==> config.mk <==
export PLATFORM = sky130hd
export DESIGN_NAME = coin_front_flat
export DESIGN_NICKNAME = d
export VERILOG_FILES = /design/src/rtl/coin_front_if.sv /design/src/rtl/coin_front.sv /design/src/flat_wrapper.sv
export SDC_FILE = /design/constraint.sdc
export NUM_CORES = 1
export LEC_CHECK = 0
export BUFFER_PORTS_ARGS = -buffer_cell sky130_fd_sc_hd__buf_4
export CORE_ASPECT_RATIO = 0.9
export CORE_MARGIN = 1.5
export CORE_UTILIZATION = 40
export DETAILED_ROUTE_END_ITERATION = 10
export MAX_ROUTING_LAYER = met4
export PLACE_DENSITY_LB_ADDON = 0.25
export SYNTH_ARGS = -nofsm -noshare
export SYNTH_HDL_FRONTEND = slang
export SYNTH_SLANG_ARGS = --single-unit
export TNS_END_PERCENT = 30
==> constraint.sdc <==
create_clock -name clk -period 3.1 [get_ports clk]
set_input_delay 0.465 -clock clk [delete_from_list [all_inputs] [get_ports clk]]
set_output_delay 0.465 -clock clk [all_outputs]
set_load 0.01 [all_outputs]
==> src/rtl/coin_front_if.sv <==
// coin_front_if: coin/button sensor inputs and selection/coin outputs between the front end and its environment
interface coin_front_if;
  logic       coin5_in;
  logic       coin10_in;
  logic       btn_a;
  logic       btn_b;
  logic [1:0] drinks_out;
  logic       sel;
  logic [1:0] din;
  logic       sel_valid;
  logic       coin_reject;
  modport slave (
    input  coin5_in, coin10_in, btn_a, btn_b, drinks_out,
    output sel, din, sel_valid, coin_reject
  );
  modport master (
    output coin5_in, coin10_in, btn_a, btn_b, drinks_out,
    input  sel, din, sel_valid, coin_reject
  );
endinterface

==> src/rtl/coin_front.sv <==
// coin_front: synchronizes and debounces coin/button inputs and sequences selection and payment for the vending FSM
module coin_front #(
  parameter int DEB_CYCLES = 4
) (
  input logic         clk,
  input logic         rst_n,
  coin_front_if.slave bus
);
  typedef enum logic [1:0] {IDLE, SELECTED, PAYING} state_t;
  localparam logic [7:0] LAST = 8'(DEB_CYCLES - 1);
  logic [3:0]      w_raw, r_sync1, r_sync2;
  logic [1:0]      r_deb, r_deb_d, r_cev, r_bprev, r_bev;
  logic [1:0][7:0] r_cnt;
  state_t          r_state, w_next;
  logic            r_sel, w_sel, r_valid, r_rej, w_rej;
  logic [1:0]      r_din, w_din;
  logic            w_c5, w_c10, w_one_coin, w_one_btn;
  assign w_raw      = {bus.btn_b, bus.btn_a, bus.coin10_in, bus.coin5_in};
  assign w_c5       = r_cev[0];
  assign w_c10      = r_cev[1];
  assign w_one_coin = w_c5 ^ w_c10;
  assign w_one_btn  = r_bev[0] ^ r_bev[1];
  // two-flop synchronizer on every raw sensor and button
  always_ff @(posedge clk or negedge rst_n)
    if (!rst_n) begin
      r_sync1 <= '0;
      r_sync2 <= '0;
    end else begin
      r_sync1 <= w_raw;
      r_sync2 <= r_sync1;
    end
  // coin debounce: level flips only after DEB_CYCLES consecutive disagreeing samples
  always_ff @(posedge clk or negedge rst_n)
    if (!rst_n) begin
      r_deb <= '0;
      r_cnt <= '0;
    end else begin
      for (int i = 0; i < 2; i++)
        if (r_sync2[i] == r_deb[i]) r_cnt[i] <= '0;
        else if (r_cnt[i] == LAST) begin
          r_deb[i] <= r_sync2[i];
          r_cnt[i] <= '0;
        end else r_cnt[i] <= r_cnt[i] + 8'd1;
    end
  // rising-edge event registers for debounced coins and synchronized buttons
  always_ff @(posedge clk or negedge rst_n)
    if (!rst_n) begin
      r_deb_d <= '0;
      r_cev   <= '0;
      r_bprev <= '0;
      r_bev   <= '0;
    end else begin
      r_deb_d <= r_deb;
      r_cev   <= r_deb & ~r_deb_d;
      r_bprev <= r_sync2[3:2];
      r_bev   <= r_sync2[3:2] & ~r_bprev;
    end
  // transaction state and registered outputs
  always_ff @(posedge clk or negedge rst_n)
    if (!rst_n) begin
      r_state <= IDLE;
      r_sel   <= 1'b0;
      r_valid <= 1'b0;
      r_din   <= 2'd0;
      r_rej   <= 1'b0;
    end else begin
      r_state <= w_next;
      r_sel   <= w_sel;
      r_valid <= (w_next != IDLE);
      r_din   <= w_din;
      r_rej   <= w_rej;
    end
  // next state: simultaneous coins are always bounced; a coin in SELECTED wins over a same-cycle button so sel settles before din
  always_comb begin
    w_next = r_state;
    w_sel  = r_sel;
    w_din  = 2'd0;
    w_rej  = 1'b0;
    if (w_c5 & w_c10) w_rej = 1'b1;
    else
      case (r_state)
        IDLE: begin
          w_rej = w_one_coin;
          if (w_one_btn) begin
            w_sel  = r_bev[1];
            w_next = SELECTED;
          end
        end
        SELECTED:
          if (w_one_coin) begin
            w_din  = {w_c10, w_c5};
            w_next = PAYING;
          end else if (w_one_btn) w_sel = r_bev[1];
        PAYING:
          if (bus.drinks_out != 2'd0) begin
            w_rej  = w_one_coin;
            w_next = IDLE;
          end else if (w_one_coin) w_din = {w_c10, w_c5};
        default: w_next = IDLE;
      endcase
  end
  assign bus.sel         = r_sel;
  assign bus.sel_valid   = r_valid;
  assign bus.din         = r_din;
  assign bus.coin_reject = r_rej;
endmodule

==> src/flat_wrapper.sv <==
// flat-port wrapper written by rule: the top's interface ports become plain ports
module coin_front_flat 
#(
  parameter int DEB_CYCLES = 4
)
  (clk, rst_n, bus_coin5_in, bus_coin10_in, bus_btn_a, bus_btn_b, bus_drinks_out, bus_sel, bus_din, bus_sel_valid, bus_coin_reject);
  coin_front_if bus_i ();
  input logic clk;
  input logic rst_n;
  input wire logic [$bits(bus_i.coin5_in)-1:0] bus_coin5_in;
  input wire logic [$bits(bus_i.coin10_in)-1:0] bus_coin10_in;
  input wire logic [$bits(bus_i.btn_a)-1:0] bus_btn_a;
  input wire logic [$bits(bus_i.btn_b)-1:0] bus_btn_b;
  input wire logic [$bits(bus_i.drinks_out)-1:0] bus_drinks_out;
  output wire logic [$bits(bus_i.sel)-1:0] bus_sel;
  output wire logic [$bits(bus_i.din)-1:0] bus_din;
  output wire logic [$bits(bus_i.sel_valid)-1:0] bus_sel_valid;
  output wire logic [$bits(bus_i.coin_reject)-1:0] bus_coin_reject;
  assign bus_i.coin5_in = bus_coin5_in;
  assign bus_i.coin10_in = bus_coin10_in;
  assign bus_i.btn_a = bus_btn_a;
  assign bus_i.btn_b = bus_btn_b;
  assign bus_i.drinks_out = bus_drinks_out;
  assign bus_sel = bus_i.sel;
  assign bus_din = bus_i.din;
  assign bus_sel_valid = bus_i.sel_valid;
  assign bus_coin_reject = bus_i.coin_reject;
  coin_front #(.DEB_CYCLES(DEB_CYCLES)) u_core (.clk(clk), .rst_n(rst_n), .bus(bus_i));
endmodule
Word level (Yosys, flattened, before mapping):

Index checks and enable logic that the tools add are counted.

* register bits after elaboration: 41
* output and inout port bits: 5

* add/subtract/negate cells: 2
* equality and inequality tests: 7
* multiplexer cells: 19
* bitwise logic cells: 10
* reductions and logical operators: 7

Operator list (count)
* $mux W8: 4
* $add A8 B1 Y8 const B: 2
* $eq A8 B2 Y1 const B: 2
* $mux W2: 7
* $pmux W2 S3: 1
* $reduce_bool A2 Y1: 3
* $and A2 B2 Y2: 2
* $mux W1: 4
* $not A2 Y2: 2
* $pmux W1 S2: 2
* $pmux W2 S2: 1
* $reduce_and A2 Y1: 2
* $not A1 Y1: 3
* $reduce_and A3 Y1: 1
* $eq A1 B1 Y1: 2
* $eq A2 B1 Y1 const B: 1
* $eq A2 B2 Y1 const B: 1
* $logic_not A2 Y1: 1
* $ne A2 B2 Y1 const B: 1
* $xor A1 B1 Y1: 2
* $and A1 B1 Y1: 1

Depth between registers and ports, before layout:

Gate-level depths: netlist of run 1.

* depth in word-level cells: 5
* gate-level depth with buffers: 5

Worst setup path before layout of run 1:

No wires, ideal clock.

* path type: reg-to-reg
* from: register u_core.r_cnt[4] in the netlist's numbering
* to: register u_core.r_deb[0]
* data arrival time: 1.455 ns
* required time: 2.975 ns
* setup slack: 1.520 ns
* cell stages (with the launch flop): 4
* buffers on the path: 0
* clock period less this slack: 1.580 ns
* cells stage by stage: dfrtp_1 or4_4 nor4_2 mux2_2

* word-level cells in the longest chain between the ends: 2

Ends and longest elaborated chain
* start: declaration: RTL line coin_front.sv:13 `logic [1:0][7:0] r_cnt;`
* start signal: indexed assignment: RTL line coin_front.sv:43 `end else r_cnt[i] <= r_cnt[i] + 8'd1;`
* $eq A8 B2 Y1: RTL line coin_front.sv:40 `else if (r_cnt[i] == LAST) begin`
* $reduce_and A2 Y1 (no line)
* end signal: indexed assignment: RTL line coin_front.sv:41 `r_deb[i] <= r_sync2[i];`
* end: declaration: RTL line coin_front.sv:12 `logic [1:0] r_deb, r_deb_d, r_cev, r_bprev, r_bev;`

No other way between the ends.
A chain may end at the register's enable or synchronous reset.

Worst setup path after layout of run 1:

* from: register u_core.r_state[0]
* to: register u_core.r_valid, in the netlist u_core.bus.sel_valid

* word-level cells in the longest chain between the ends: 4
* elaborated cells between the ends (all ways): 9
* classes of those cells: eq/ne: 2; mux: 5; reduce/logical: 2

Ends and longest elaborated chain
* start: declaration: RTL line coin_front.sv:14 `state_t r_state, w_next;`
* start signal: assignment: RTL line coin_front.sv:67 `r_state <= w_next;`
* $eq A2 B2 Y1 (tied with other cells): RTL line coin_front.sv:81 `case (r_state)`
* $pmux W2 S3: RTL line coin_front.sv:81
* $mux W2 (*): RTL line coin_front.sv:79 `if (w_c5 & w_c10) w_rej = 1'b1;`
* $reduce_bool A2 Y1 (*): RTL line coin_front.sv:69 `r_valid <= (w_next != IDLE);`
* end signal: assignment: RTL line coin_front.sv:69
* end: declaration: RTL line coin_front.sv:15 `logic r_sel, w_sel, r_valid, r_rej, w_rej;`

Mark *: on every way between the ends. The rest lies on a longest branch, timed or not.

==> results.py, run 1 <==
metrics = {
    "power_and_ir_drop": {
        "clkPwrFrac": 0.217,
        "netSwitchingFraction": 0.3178,
        "power.total_mw": 1.485,
        "power_density_nw_per_um2": 740.8,
        "p_sw_uw": 471.9,
        "ir_drop_v": 0.0003076,
        "seqPwrFrac": 0.488,
        "intPower_mw": 1.013,
        "combPwrFrac": 0.295,
        "leakagePower_nw": 0.8877,
    },
    "synth": {
        "ys_top_cells_by_area": "dfrtp_1 58%, ha_1 7.1%, o41ai_4 3.1%",
        "syn-num-nets": 162,
        "netlist.area_leader.share": 0.5828,
        "ys_ff_latch": 41,
        "yosys_warnings": 0,
        "synth_cell_type_count": 30,
        "synth_top_area_cell": "dfrtp_1",
        "yosysSeqAreaShare": 0.5828,
        "syn_inst": 144,
        "syn_area_per_cell_sq_um": 12.23,
        "syn-cell-area_sq_um": 1760,
    },
    "place": {
        "gp_congestion": 0.9164,
        "detailedPlacementHpwl_um": 1809,
        "place_ws_ns": 1.318,
        "portBuffers": 12,
    },
    "drt": {
        "final_antenna_net_count": 0,
        "first_pass_iters": 4,
        "first_iter_violations": 35,
        "viasPerCell": 4.879,
        "drc": 0,
        "vias": 1088,
        "wire_per_inst_um": 11.67,
        "wirelength_um": 2602,
    },
    "setup_path": {
        "cp_max_fo": 4,
        "crit_path_start_kind": "flip-flop",
        "ff2ff_path_depth": 5,
        "required_ns": 3.24,
        "regToRegStartpoint": "u_core.r_state[0]",
        "reg2reg_slack_ns": 1.36,
        "worstReg2RegEnd": "u_core.bus.sel_valid",
        "cp-end-kind": "flip-flop",
        "cp.arrival_ns": 1.88,
        "critPathKind": "flip-flop to flip-flop",
    },
    "global_route": {
        "grt_remaining_overflow": 0,
        "first_global_vias": 1049,
        "antenna_found_initial": 0,
        "grt_pass1_wl_um": 4623,
        "grt_max_degree": 42,
        "grtUsageTotal": 0.1316,
    },
    "timing": {
        "min_period_ns": 1.741,
        "tns_ns": 0,
        "skew_ns": 0.002259,
        "slew_viol_final": 0,
        "setup_viol": 0,
        "hold_violations": 0,
        "finalCritPeriodShare": 0.5617,
        "max_freq_mhz": 574.3,
        "rsz0062_at_grt": "false",
        "max_slew.worst_pin.slew_ns": 0.5718,
        "slew_headroom": 0.6089,
        "setup_ws_ns": 1.359,
    },
    "cts": {
        "h-tree-depth": 2,
        "cts_buffer_depth": 2,
        "ctsResizeCount": 0,
        "cts_buffers": 5,
        "cts_tree": "done",
        "hold_buffers": 0,
        "post-cts-setup-buffers": 0,
        "clock-root-buffer": "clkbuf_8",
        "numClockSinks": 41,
        "clkLatencyLatePin_ns": 0.28,
        "cts.clk_slew.worst_paths_ns": 0.07,
    },
    "final_layout": {
        "layout.nets": 180,
        "largest_register": "u_core.r_cnt",
        "largest_register_ffs": 16,
        "final_common_cell": "dfrtp_1",
        "reg_top3": "u_core.r_cnt: 16 flops, u_core.r_sync1: 4 flops, u_core.r_sync2: 4 flops",
        "layout-drive-gt1-share": 0.1718,
        "areaGrowthSynthToFinish_pct": 13.86,
        "n_fill_cell": 368,
        "most-common-layout-cells": "41 x dfrtp_1, 13 x nor2_1, 12 x buf_4, 10 x ha_1",
        "num_antenna_cells": 0,
    },
    "floorplan": {
        "die_h_um": 65.94,
        "dieWidth_um": 72.93,
        "start_util": 0.4235,
        "core_area_sq_um": 4156,
        "fp-row-count": 22,
        "io_pins": 13,
        "dieArea_sq_um": 4809,
    },
    "run_status": {
        "outcome": "finished clean",
    },
    "job": {
        "cap_violations": 0,
    },
    "hold_path": {
        "hold_path_class": "input pin to asynchronous set/reset pin",
    },
}
[cells in the mapped netlist (all sizes together)]
| library cell | number |
|---|---|
| nor4 | 3 |
| xor2 | 6 |
| o41ai | 2 |
| a2111oi | 1 |
| mux2 | 2 |
| clkbuf | 1 |
| nand3 | 6 |
| o21ai | 9 |
| o41a | 1 |
| and2 | 1 |
| nand4 | 2 |
| o22a | 1 |
| or2 | 1 |
| nor2 | 13 |
| nand2 | 4 |
| or3 | 6 |
| nand2b | 1 |
| inv | 9 |
| a211o | 1 |
| dfrtp | 41 |
| nor4bb | 2 |
| nor2b | 5 |
| xnor2 | 3 |
| ha | 10 |
| a21oi | 7 |
| o22ai | 1 |
| o31a | 1 |
| or4 | 2 |
| nor3b | 2 |
[power by group through the flow]
stage	logic, mW	registers, mW	clock network (mW)
6_report	0.438	0.725	0.322
5_1_grt	0.498	0.740	0.367
4_1_cts	0.446	0.725	0.340
3_5_place_dp	0.442	0.736	0
3_3_place_gp	0.432	0.728	0
2_1_floorplan	0.324	0.727	0
[worst max-delay path, stage by stage, from the launching register on]
cell       delay, ns
dfrtp_1         0.41
inv_1           0.10
ha_1            0.20
nor3b_1         0.16
a2111oi_0       0.56
o22ai_1         0.16
[through the flow]
stage	cells	cell area, sq um	hold WS (ns)	util
2_1_floorplan	144	1760	0.1694	-
3_3_place_gp	215	1922	0.3315	0.4624
3_5_place_dp	215	1922	0.3347	0.4624
4_1_cts	223	2004	0.1643	0.4822
5_1_grt	223	2004	0.1775	0.4822
6_report	223	2004	0.1522	0.4822
[metal layers]
metal,part of all wire,wire length [um],vias to the layer above,GRT usage
met3,0.040,104,5,0.05030
met2,0.43,1119,19,0.1972
met4,0.021,54,0,0.05660
li1,-,-,536,-
met5,0,0,-,-
met1,0.51,1323,528,0.1591
[layout make-up]
class,count,area (sq um),area share
Clock buffer,6,72.57,0.03620
Clock inverter,2,10.01,0.004994
Tap cell,60,75.07,0.03745
Timing Repair Buffer,12,90.09,0.04494
Sequential cell,41,1026,0.5119
Inverter,9,33.78,0.01685
Multi-Input combinational cell,93,696.9,0.3477
[how the worst max path moves through the flow]
stage,startpoint,to,slack (ns),cells after the start
after detailed placement,u_core.r_state[0],u_core.bus.sel_valid,1.32,5
after global routing,u_core.r_state[0],u_core.bus.sel_valid,1.19,5
after floorplan,u_core.r_cnt[4],u_core.r_deb[0],1.52,3
final,u_core.r_state[0],u_core.bus.sel_valid,1.36,5
after CTS,u_core.r_state[0],u_core.bus.sel_valid,1.29,5
after global placement,u_core.r_state[0],u_core.bus.sel_valid,1.40,5
[logic make-up (layout without fill, tap and decap cells)]
kind of cell,Yosys count,count (layout),share of synthesized area
compound gates,24,24,0.1066
mux,2,2,0.01279
buf+inv,10,29,0.02132
xor+xnor,9,9,0.04478
fa+ha+maj,10,10,0.07107
flops,41,41,0.5828
simple gates,48,48,0.1606
Note: power is estimated with default switching activity, not from simulation.
==> run 2: changes to the inputs <==
==> constraint.sdc (replaced) <==
create_clock -name clk -period 1.6 [get_ports clk]
set_input_delay 0.24 -clock clk [delete_from_list [all_inputs] [get_ports clk]]
set_output_delay 0.24 -clock clk [all_outputs]
set_load 0.01 [all_outputs]
==> results.py, run 2 (same netlist as run 1, synthesis figures left out) <==
metrics = {
    "timing": {
        "max_slew.worst_pin.slew_ns": 0.5168,
        "timing.hold.ws_ns": 0.05461,
        "min_period_ns": 1.573,
        "rsz0062_at_grt": "true",
        "slew_viol_final": 0,
        "finalCritPeriodShare": 0.9831,
        "max_freq_mhz": 635.7,
        "setup_viol": 0,
        "tns_ns": 0,
        "skew_ns": 0.004127,
        "slew_headroom": 0.6555,
        "hold_violations": 0,
        "setup_ws_ns": 0.02698,
    },
    "final_layout": {
        "largest_register_ffs": 16,
        "most-common-layout-cells": "41 x dfrtp_1, 24 x buf_4, 13 x nor2_1, 9 x inv_1, 9 x o21ai_0",
        "layout-drive-gt1-share": 0.2557,
        "reg_top3": "u_core.r_cnt: 16 flops, u_core.r_sync1: 4 flops, u_core.r_sync2: 4 flops",
        "final_common_cell": "dfrtp_1",
        "num_antenna_cells": 0,
        "areaGrowthSynthToFinish_pct": 21.96,
        "largest_register": "u_core.r_cnt",
        "layout.nets": 193,
        "utilization": 0.5166,
        "final_cells": 236,
        "n_fill_cell": 373,
        "design_area_sq_um": 2147,
    },
    "cts": {
        "cts_tree": "done",
        "cts_buffers": 5,
        "cts_buffer_depth": 2,
        "cts.clk_slew.worst_paths_ns": 0.08,
        "h-tree-depth": 2,
        "numClockSinks": 41,
        "clock-root-buffer": "clkbuf_8",
        "clkLatencyLatePin_ns": 0.29,
    },
    "power_and_ir_drop": {
        "leakagePower_nw": 0.9606,
        "intPower_mw": 2.063,
        "combPwrFrac": 0.327,
        "ir_drop_v": 0.0006764,
        "p_sw_uw": 991.5,
        "power_density_nw_per_um2": 1423,
        "seqPwrFrac": 0.458,
        "clkPwrFrac": 0.215,
        "power.total_mw": 3.054,
        "netSwitchingFraction": 0.3246,
    },
    "place": {
        "gp_congestion": 0.9322,
        "dp.cells": 227,
        "placed_area_sq_um": 2012,
        "detailedPlacementHpwl_um": 2084,
        "place_ws_ns": -0.05673,
        "portBuffers": 12,
    },
    "setup_path": {
        "cp.arrival_ns": 1.75,
        "cp-end-kind": "flip-flop",
        "regToRegStartpoint": "u_core.r_cnt[3]",
        "crit_path_start_kind": "flip-flop",
        "cp_max_fo": 2,
        "required_ns": 1.78,
        "critPathKind": "flip-flop to flip-flop",
        "crit_start": "u_core.r_cnt[3]",
    },
    "run_status": {
        "outcome": "finished clean",
    },
    "floorplan": {
        "fp-row-count": 22,
        "start_util": 0.4235,
        "core_area_sq_um": 4156,
        "dieArea_sq_um": 4809,
        "dieWidth_um": 72.93,
        "io_pins": 13,
        "die_h_um": 65.94,
    },
    "drt": {
        "drc": 0,
        "wirelength_um": 2980,
        "vias": 1158,
        "first_iter_violations": 37,
        "wire_per_inst_um": 12.63,
        "first_pass_iters": 4,
        "viasPerCell": 4.907,
        "final_antenna_net_count": 0,
    },
    "hold_path": {
        "min_from": "bus_btn_b",
        "hold_path_class": "input pin to flip-flop",
    },
    "global_route": {
        "grt_pass1_wl_um": 5285,
        "antenna_found_initial": 0,
        "grt_max_degree": 42,
        "grt_remaining_overflow": 0,
        "grtUsageTotal": 0.1495,
        "first_global_vias": 1186,
    },
    "job": {
        "cap_violations": 0,
    },
}
-- run 2: cell types whose count changed in the layout (fill, tap and decap cells not counted), sizes merged --
cell	change
clkbuf	-1
clkinv	+1
buf	+12
dlygate4sd3	+1
-- run 2: routing by layer --
layer	vias up	wire, um	track usage
met2	21	1399	0.2248
li1	567	-	-
met5	-	0	-
met3	4	110	0.03811
met4	0	26	0.07075
met1	566	1444	0.1896
-- run 2: final cells by class --
class,count,area [sq um],share of cell area
Clock buffer,5,68.82,0.03205
Clock inverter,3,22.52,0.01049
Inverter,9,33.78,0.01573
Multi-Input combinational cell,93,730.7,0.3403
Sequential cell,41,1026,0.4779
Tap cell,60,75.07,0.03497
Timing Repair Buffer,25,190.2,0.08858
-- run 2: final timing paths --
check | cells past startpoint | slack [ns] | to
max | 3 | 0.03 | u_core.r_deb[0]
min | 1 | 0.05 | u_core.r_sync1[3]
max reg2reg | 3 | 0.03 | u_core.r_deb[0]
min reg2reg | 0 | 0.35 | u_core.r_sync2[1]
max in group asynchronous | 2 | 0.78 | u_core.bus.din[1]
min in group asynchronous | 2 | 0.47 | u_core.r_state[0]
-- run 2: timing repair --
| item | CTS | global route |
|---|---|---|
| resized for setup | 2 | 5 |
| setup buffers | 0 | 0 |
| hold buffers | 1 | 0 |
| hold endpoints to repair | 41 | 0 |
| pin swaps | 0 | 1 |
| endpoints found under the setup margin | 3 | 6 |
| gates cloned | 0 | 0 |
-- run 2: critical path: stages (launching register included) --
cell     delay (ns)
dfrtp_1        0.39
or4_4          0.58
nor4_4         0.15
mux2_2         0.35
-- run 2: power groups by stage --
stage / sequential (mW) / clock [mW] / combinational, mW
after floorplan: 1.41 / 0 / 0.627
after global placement: 1.40 / 0 / 0.932
after detailed placement: 1.42 / 0 / 0.956
after CTS: 1.40 / 0.693 / 0.977
after global routing: 1.43 / 0.741 / 1.13
final: 1.40 / 0.657 / 1.00
==> run 3: changes to the inputs <==
--- a/config.mk
+++ b/config.mk
@@ -8,7 +8,7 @@
 export BUFFER_PORTS_ARGS = -buffer_cell sky130_fd_sc_hd__buf_4
 export CORE_ASPECT_RATIO = 0.9
 export CORE_MARGIN = 1.5
-export CORE_UTILIZATION = 40
+export CORE_UTILIZATION = 52
 export DETAILED_ROUTE_END_ITERATION = 10
 export MAX_ROUTING_LAYER = met4
 export PLACE_DENSITY_LB_ADDON = 0.25
==> results.py, run 3 (same netlist as run 1, synthesis figures left out) <==
metrics = {
    "timing": {
        "setup_ws_ns": -0.04533,
        "max_freq_mhz": 607.8,
        "finalCritPeriodShare": 1.028,
        "max_slew.worst_pin.slew_ns": 0.4865,
        "hold_violations": 0,
        "timing.hold.ws_ns": 0.06087,
        "rsz0062_at_grt": "true",
        "slew_headroom": 0.6756,
        "setup_viol": 7,
        "min_period_ns": 1.645,
        "skew_ns": 0.004637,
        "slew_viol_final": 0,
    },
    "run_status": {
        "violations": "setup timing",
        "outcome": "finished, violations left",
    },
    "drt": {
        "vias": 1159,
        "final_antenna_net_count": 0,
        "viasPerCell": 5.317,
        "wire_per_inst_um": 12.72,
        "drc": 0,
        "first_pass_iters": 4,
        "first_iter_violations": 103,
        "wirelength_um": 2772,
    },
    "setup_path": {
        "path_cells": "or4_4, o41ai_4, buf_6, nor2_1",
        "cp.arrival_ns": 1.82,
        "worst-path-buf-inv": 1,
        "worst_path_largest_cell_delay_ns": 0.56,
        "cp.depth": 4,
        "crit_path_top_delay_cell": "or4_4",
        "critPathKind": "flip-flop to flip-flop",
        "ff2ff_path_depth": 4,
        "cp-end-kind": "flip-flop",
        "crit_family": "simple AND/OR/NAND/NOR gates",
        "required_ns": 1.77,
        "crit_path_start_kind": "flip-flop",
        "cp_max_fo": 7,
    },
    "cts": {
        "cts_buffer_depth": 2,
        "cts.clk_slew.worst_paths_ns": 0.07,
        "numClockSinks": 41,
        "clock-root-buffer": "clkbuf_8",
        "cts_tree": "done",
        "cts_buffers": 5,
        "h-tree-depth": 2,
        "clkLatencyLatePin_ns": 0.28,
    },
    "global_route": {
        "grt_pass1_wl_um": 4871,
        "grt_remaining_overflow": 0,
        "busiest_layer": "met2",
        "grt_max_degree": 42,
        "grt_use_met1": 0.2176,
        "grt_use_met3": 0.05243,
        "grtUsageTotal": 0.1766,
        "first_global_vias": 1155,
        "met2_usage": 0.2842,
        "antenna_found_initial": 0,
    },
    "final_layout": {
        "areaGrowthSynthToFinish_pct": 22.81,
        "most-common-layout-cells": "41 x dfrtp_1, 23 x buf_4, 13 x nor2_1, 9 x inv_1, 9 x o21ai_0",
        "final_cells": 218,
        "largest_register": "u_core.r_cnt",
        "reg_top3": "u_core.r_cnt: 16 flops, u_core.r_sync1: 4 flops, u_core.r_sync2: 4 flops",
        "largest_register_ffs": 16,
        "num_antenna_cells": 0,
        "layout.nets": 193,
        "final_common_cell": "dfrtp_1",
        "layout-drive-gt1-share": 0.2670,
    },
    "power_and_ir_drop": {
        "power_density_nw_per_um2": 1504,
        "ir_drop_v": 0.0008917,
        "power.total_mw": 3.251,
        "leakagePower_nw": 0.9759,
    },
    "place": {
        "portBuffers": 12,
        "detailedPlacementHpwl_um": 1972,
        "dp.cells": 208,
        "place_ws_ns": -0.04970,
        "gp_congestion": 0.8338,
    },
    "job": {
        "cap_violations": 0,
    },
    "floorplan": {
        "die_h_um": 58.20,
        "start_util": 0.5610,
        "io_pins": 13,
        "fp-row-count": 19,
        "core_area_sq_um": 3138,
        "dieWidth_um": 64.33,
        "dieArea_sq_um": 3744,
    },
    "hold_path": {
        "worstHoldPathCells": 1,
        "hold_path_class": "input pin to flip-flop",
    },
}
[run 3: power breakdown]
part           internal, mW  switching (mW)
logic                 0.530           0.493
clock network         0.508           0.321
registers              1.24           0.158
[run 3: final timing paths]
kind / start / endpoint / slack [ns]
min in group asynchronous: rst_n / u_core.bus.sel_valid / 0.46
worst min-delay path: bus_btn_a / u_core.r_sync1[2] / 0.06
worst min register to register: u_core.r_sync1[2] / u_core.r_sync2[2] / 0.35
worst max-delay path: u_core.r_cnt[3] / u_core.r_cnt[4] / -0.05
worst max register to register: u_core.r_cnt[3] / u_core.r_cnt[4] / -0.05
max in group asynchronous: rst_n / u_core.r_cnt[14] / 0.80
[run 3: area by class of cell]
type | count | area (sq um)
flip-flops and latches | 41 | 1026
fillers | 240 | 975.9
well taps | 42 | 52.55
multi-input cells | 93 | 739.5
clock inverters | 1 | 30.03
clock buffers | 7 | 86.33
repair buffers | 25 | 193.9
inverters | 9 | 33.78
[run 3: metrics by stage]
step / utilization / TNS, ns / cell area (sq um)
after detailed placement: 0.6316 / -0.06938 / 1982
after floorplan: - / 0 / 1760
final: 0.6890 / -0.2696 / 2162
after global routing: 0.6890 / -0.6936 / 2162
after CTS: 0.6754 / -0.006278 / 2120
after global placement: 0.6316 / 0 / 1982
[run 3: per-layer routing]
layer | vias to the layer above | routed length (um)
li1 | 560 | -
met1 | 570 | 1271
met2 | 24 | 1339
met3 | 5 | 120
met4 | 0 | 41
met5 | - | 0
[run 3: repair_timing]
item	in CTS	in global routing
resized for setup	3	8
setup endpoints to repair	4	12
hold endpoints to repair	41	0
pin swaps	0	2
hold buffers	1	0
buffers inserted	0	1
